**src/rtl/pe_ws_os_dbuf.sv**
```systemverilog
`default_nettype none
// ============================================================================
// Module      : pe_ws_os_dbuf
// Description : Systolic-array PE with weight-stationary MAC and
//               output-stationary accumulate modes, double-buffered weights.
// Revision    : 1.0 - initial release
// ============================================================================
module pe_ws_os_dbuf #(
    parameter int DATA_IN_BW     = 8,
    parameter int WEIGHT_BW      = 8,
    parameter int PARTIAL_SUM_BW = 19,
    parameter bit SATURATE       = 1'b1
) (
    input  logic                      clk,
    input  logic                      rst,
    input  logic                      mode,
    input  logic [DATA_IN_BW-1:0]     DIN,
    input  logic                      din_valid,
    output logic [DATA_IN_BW-1:0]     DF_COL,
    output logic                      df_valid,
    input  logic [WEIGHT_BW-1:0]      W_IN,
    input  logic                      w_load,
    input  logic                      w_swap,
    output logic [WEIGHT_BW-1:0]      W_OUT,
    output logic                      w_load_out,
    output logic                      w_swap_out,
    input  logic [PARTIAL_SUM_BW-1:0] PSUM_IN,
    input  logic                      psum_in_valid,
    output logic [PARTIAL_SUM_BW-1:0] PSUM_OUT,
    output logic                      psum_out_valid,
    input  logic                      acc_clear,
    input  logic                      acc_drain,
    output logic                      sat_flag,
    output logic                      coll_err
);

    localparam int c_PROD_BW = DATA_IN_BW + WEIGHT_BW;
    localparam int c_SUM_BW  = PARTIAL_SUM_BW + 1;

    logic [DATA_IN_BW-1:0]     r_df_col;
    logic                      r_df_valid;
    logic [WEIGHT_BW-1:0]      r_w_shadow;
    logic [WEIGHT_BW-1:0]      r_w_active;
    logic                      r_w_load_q;
    logic                      r_w_swap_q;
    logic [PARTIAL_SUM_BW-1:0] r_psum;
    logic                      r_psum_valid;
    logic [PARTIAL_SUM_BW-1:0] r_acc;
    logic                      r_mode_q;
    logic                      r_sat;
    logic                      r_coll;

    logic signed [c_PROD_BW-1:0] w_prod;
    logic [c_SUM_BW-1:0]         w_prod_ext;
    logic [c_SUM_BW-1:0]         w_psum_in_ext;
    logic [PARTIAL_SUM_BW-1:0]   w_acc_eff;
    logic [c_SUM_BW-1:0]         w_acc_ext;
    logic [c_SUM_BW-1:0]         w_ws_res;
    logic [c_SUM_BW-1:0]         w_os_res;
    logic [c_SUM_BW-1:0]         w_prod_res;
    logic [PARTIAL_SUM_BW-1:0]   w_acc_nxt;
    logic [PARTIAL_SUM_BW-1:0]   w_psum_nxt;
    logic                        w_pvalid_nxt;
    logic                        w_sat_set;
    logic                        w_coll_set;

    // Returns {clamp_event, result}; the sum carries one guard bit above the psum width.
    function automatic logic [PARTIAL_SUM_BW:0] f_sat(input logic [PARTIAL_SUM_BW:0] s);
        logic w_ovf;
        w_ovf = s[PARTIAL_SUM_BW] ^ s[PARTIAL_SUM_BW-1];
        if (SATURATE && w_ovf)
            return {1'b1, s[PARTIAL_SUM_BW], {(PARTIAL_SUM_BW-1){~s[PARTIAL_SUM_BW]}}};
        return {1'b0, s[PARTIAL_SUM_BW-1:0]};
    endfunction

    assign w_prod        = $signed(DIN) * $signed(r_w_active);
    assign w_prod_ext    = {{(c_SUM_BW-c_PROD_BW){w_prod[c_PROD_BW-1]}}, w_prod};
    assign w_psum_in_ext = {PSUM_IN[PARTIAL_SUM_BW-1], PSUM_IN};
    // A mode change discards the accumulator at the same edge the new mode takes over.
    assign w_acc_eff     = (mode != r_mode_q) ? '0 : r_acc;
    assign w_acc_ext     = {w_acc_eff[PARTIAL_SUM_BW-1], w_acc_eff};
    assign w_ws_res      = f_sat(w_psum_in_ext + w_prod_ext);
    assign w_os_res      = f_sat(w_acc_ext + w_prod_ext);
    assign w_prod_res    = f_sat(w_prod_ext);

    always_comb begin
        w_acc_nxt    = w_acc_eff;
        w_psum_nxt   = PSUM_IN;
        w_pvalid_nxt = psum_in_valid;
        w_sat_set    = 1'b0;
        w_coll_set   = 1'b0;
        if (!mode) begin
            if (din_valid) begin
                w_psum_nxt = w_ws_res[PARTIAL_SUM_BW-1:0];
                w_sat_set  = w_ws_res[PARTIAL_SUM_BW];
            end
        end else begin
            if (acc_clear && din_valid) begin
                w_acc_nxt = w_prod_res[PARTIAL_SUM_BW-1:0];
                w_sat_set = w_prod_res[PARTIAL_SUM_BW];
            end else if (acc_clear) begin
                w_acc_nxt = '0;
            end else if (din_valid) begin
                w_acc_nxt = w_os_res[PARTIAL_SUM_BW-1:0];
                w_sat_set = w_os_res[PARTIAL_SUM_BW];
            end
            // Local drain wins over an upstream value arriving in the same cycle.
            if (acc_drain) begin
                w_psum_nxt   = r_acc;
                w_pvalid_nxt = 1'b1;
                w_coll_set   = psum_in_valid;
            end
        end
    end

    always_ff @(posedge clk) begin
        if (rst) begin
            r_df_col     <= '0;
            r_df_valid   <= 1'b0;
            r_w_shadow   <= '0;
            r_w_active   <= '0;
            r_w_load_q   <= 1'b0;
            r_w_swap_q   <= 1'b0;
            r_psum       <= '0;
            r_psum_valid <= 1'b0;
            r_acc        <= '0;
            r_mode_q     <= 1'b0;
            r_sat        <= 1'b0;
            r_coll       <= 1'b0;
        end else begin
            r_df_col     <= DIN;
            r_df_valid   <= din_valid;
            r_w_load_q   <= w_load;
            r_w_swap_q   <= w_swap;
            if (w_load)
                r_w_shadow <= W_IN;
            if (w_load && w_swap)
                r_w_active <= W_IN;
            else if (w_swap)
                r_w_active <= r_w_shadow;
            r_psum       <= w_psum_nxt;
            r_psum_valid <= w_pvalid_nxt;
            r_acc        <= w_acc_nxt;
            r_mode_q     <= mode;
            r_sat        <= (r_sat  & ~acc_clear) | w_sat_set;
            r_coll       <= (r_coll & ~acc_clear) | w_coll_set;
        end
    end

    assign DF_COL         = r_df_col;
    assign df_valid       = r_df_valid;
    assign W_OUT          = r_w_shadow;
    assign w_load_out     = r_w_load_q;
    assign w_swap_out     = r_w_swap_q;
    assign PSUM_OUT       = r_psum;
    assign psum_out_valid = r_psum_valid;
    assign sat_flag       = r_sat;
    assign coll_err       = r_coll;

endmodule
`default_nettype wire

```
**config.mk**
```make
export PLATFORM = sky130hd
export DESIGN_NAME = pe_ws_os_dbuf
export DESIGN_NICKNAME = d
export VERILOG_FILES = /design/src/rtl/pe_ws_os_dbuf.sv
export SDC_FILE = /design/constraint.sdc
export NUM_CORES = 1
export LEC_CHECK = 0
export BUFFER_PORTS_ARGS = -buffer_cell sky130_fd_sc_hd__buf_4
export CORE_ASPECT_RATIO = 0.6
export CORE_MARGIN = 2
export CORE_UTILIZATION = 35
export CTS_CLUSTER_DIAMETER = 100
export CTS_CLUSTER_SIZE = 25
export DETAILED_ROUTE_END_ITERATION = 8
export GPL_TIMING_DRIVEN = 0
export PLACE_DENSITY = 0.53
export SYNTH_ARGS = -nofsm -noshare
export SYNTH_HDL_FRONTEND = slang
export SYNTH_SLANG_ARGS = --single-unit
```
**constraint.sdc**
```tcl
create_clock -name clk -period 9.71 [get_ports clk]
set_input_delay 0.4855 -clock clk [delete_from_list [all_inputs] [get_ports clk]]
set_output_delay 0.4855 -clock clk [all_outputs]
set_load 0.01 [all_outputs]
```
==> metrics <==
cell taking the most area after synthesis=dfxtp_1; Main synth FF type=dfxtp_1; Detailed Routing Iterations Pass 1=5; Die H=120 um; Vias=7,146; Seq/Total Area, Yosys=17.7%; Slew @ Worst Pin=1.12 ns; DRC viols=0; Core ar.=22,000 um^2; multi-input logic area=5850 um^2; Die Area=23,500 um^2; post_cts resized=0; Detailed Route Iter0 Violations=676; nets@finish=1,197; flops & latches, synth=69; CTS buffer count=9; CP required=9.98 ns; Hold Path Sink=psum_out_valid; synthesized instance count=946; vias in the first global route=6,452; top post-synthesis cells by count=inv_1 (104), dfxtp_1 (69), a21oi_1 (67); Netlist cell types=73; CTS Root Cell=clkbuf_16; CTS Hold Bufs=0; critical path endpoint category=flip-flop; endpoints failing setup=0; first-pass GRT wire length=38.0 mm; final hold violation count=0; TNS Setup=0 ns; IO Pins=85; # port buffers=77; clock-pin slew on the worst setup and hold paths=0.06 ns; Post-Syn Area per Cell=8.23 um^2; Hold Crit Start=psum_in_valid; highest-delay cell along the critical path=a2111oi_2; Leakage=4.09 nW; Overflow after GRT=0; TritonCTS clock tree=built; Initial Util=35.5%; Clock Latency Late Sink=0.36 ns; post-synth top area share=17.7%; final worst-path cycle share=89.5%; yosys warns=0; Mapped Area=7790 um^2; synthesis-to-finish area growth=16.2%; r2r startpoint=r_w_active[3]; Mapped Nets=1,109; setup slack, reg-to-reg=1.02 ns; setup bufs post-CTS=0; Detail Placement HPWL=19.9 mm; initial antenna violation count=0; Fillers=2,250; Critical Path Fanout Max=10; skew final=0.0115 ns; die width=197 um; WL/cell=18.3 um; peak supply drop=0.0953 mV; RSZ-0062 raised after global routing=no; Hold Path Class=in -> reg; clk sinks=69; Max Slew Vio Count=0; max_cap viols=0; Crit Reg-Reg Endpoint=PSUM_OUT[15]; H-tree depth=3; outcome=completed; Setup CP Type=reg -> reg; share of post-route cells with drive strength above 1=11.7%; count leader, synth=inv_1; Tmin final=8.69 ns; gpl congestion=0.916; Power, Total=2.25 mW; CP Launch Type=flip-flop; site row count=42; FMAX=0.115 GHz; Antenna Cells=0; vias per cell=5.40; EDFF count, synth=0; FF+latch area=1380 um^2; ranking of synthesized cells by area=dfxtp_1 (18%), fa_1 (15%), ha_1 (10%); R2R cell count=27; drt total wl=24.2 mm; Async S/R FF share, synth=0%; CP arrival=8.95 ns; hold path depth=3; Max Root-Sink Buffers=2; Final ANT Viol Nets=0; critical path's largest stage delay=0.66 ns; PwrDens=248 nW/um^2; gr usage total=21.2%; largest net degree at the start of global routing=13; relative slew slack=25.2%
-- critical path: cells and delay by family, from the launching register on --
family	cells	cell delay [ns]
adder cells (fa/ha/maj)	6	2.67
flip-flops	1	0.30
AO/OA/AOI/OAI	4	1.20
buffers and inverters	7	1.61
AND/OR/NAND/NOR	10	2.79
-- cell type report --
type | instances | share of cell area (%)
buffer | 38 | 1.71
clock buffer | 10 | 2.64
clock inverter | 5 | 0.940
inverter | 106 | 4.41
multi-input combinational | 733 | 64.7
sequential | 69 | 15.3
tap | 286 | 3.95
timing repair buffer | 77 | 6.39
-- how the worst max path moves through the flow --
| stage | depth (start not counted) | to | from | slack, ns |
|---|---|---|---|---|
| after global placement | 27 | PSUM_OUT[15] | DIN[7] | 0.84 |
| after CTS | 27 | PSUM_OUT[15] | r_w_active[3] | 1.17 |
| after global routing | 27 | PSUM_OUT[15] | r_w_active[3] | 0.61 |
| final | 27 | PSUM_OUT[15] | r_w_active[3] | 1.02 |
| after floorplan | 27 | PSUM_OUT[3] | DIN[7] | 2.55 |
| after detailed placement | 27 | PSUM_OUT[15] | DIN[7] | 0.92 |
-- cell usage in the layout, fill, tap and decap left out, types with 14 or more instances in the layout --
cell,n
a21o_1,15
xor2_1,14
mux2i_1,28
o22ai_1,20
a21oi_1,67
clkbuf_1,29
fa_1,57
dfxtp_1,69
nor2b_1,23
nor2_1,60
buf_4,78
a211oi_1,27
nor3_1,15
inv_1,104
and2_1,60
ha_1,62
o21ai_0,46
nand2_1,52
xnor2_1,30
nand3_1,15
-- routing by layer --
layer / up-vias / GRT usage, % / share of wire [%]
li1: 3476 / - / -
met5: - / 0 / 0
met4: 0 / 3.90 / 0.71
met3: 10 / 4.27 / 7.9
met1: 3404 / 36.6 / 56
met2: 256 / 25.5 / 35
-- metrics by stage --
stage	cell area, um^2	worst slack, ns	instances	hold WS [ns]	utilization [%]
after floorplan	7790	2.55	946	0.482	-
after global placement	8720	0.836	1309	0.474	39.7
after detailed placement	8720	0.923	1309	0.483	39.7
after CTS	9050	1.17	1324	0.353	41.2
after global routing	9050	0.607	1324	0.363	41.2
final	9050	1.02	1324	0.358	41.2
-- flip-flops by register name, summed over array words and instances (netlist names) --
signal,flops
coll_err,1
r_acc,19
W_OUT,8
w_swap_out,1
DF_COL,8
psum_out_valid,1
r_mode_q,1
w_load_out,1
sat_flag,1
PSUM_OUT,19
df_valid,1
r_w_active,8
-- cell families after synthesis --
group	synth area share (%)
adders and majority gates	25.3
AOI/OAI and AO/OA	22.4
buffers and inverters	7.12
DFF	17.7
and+or+nand+nor	17.8
muxes	4.55
xor gates and xnor gates	5.16
-- report_power, final --
group	total (mW)	internal, mW	leakage (nW)	switching (mW)
clock	0.371	0.231	0.155	0.140
combinational	1.53	0.603	3.37	0.925
sequential	0.349	0.324	0.570	0.0246
Power figures use the tool's default switching activity.
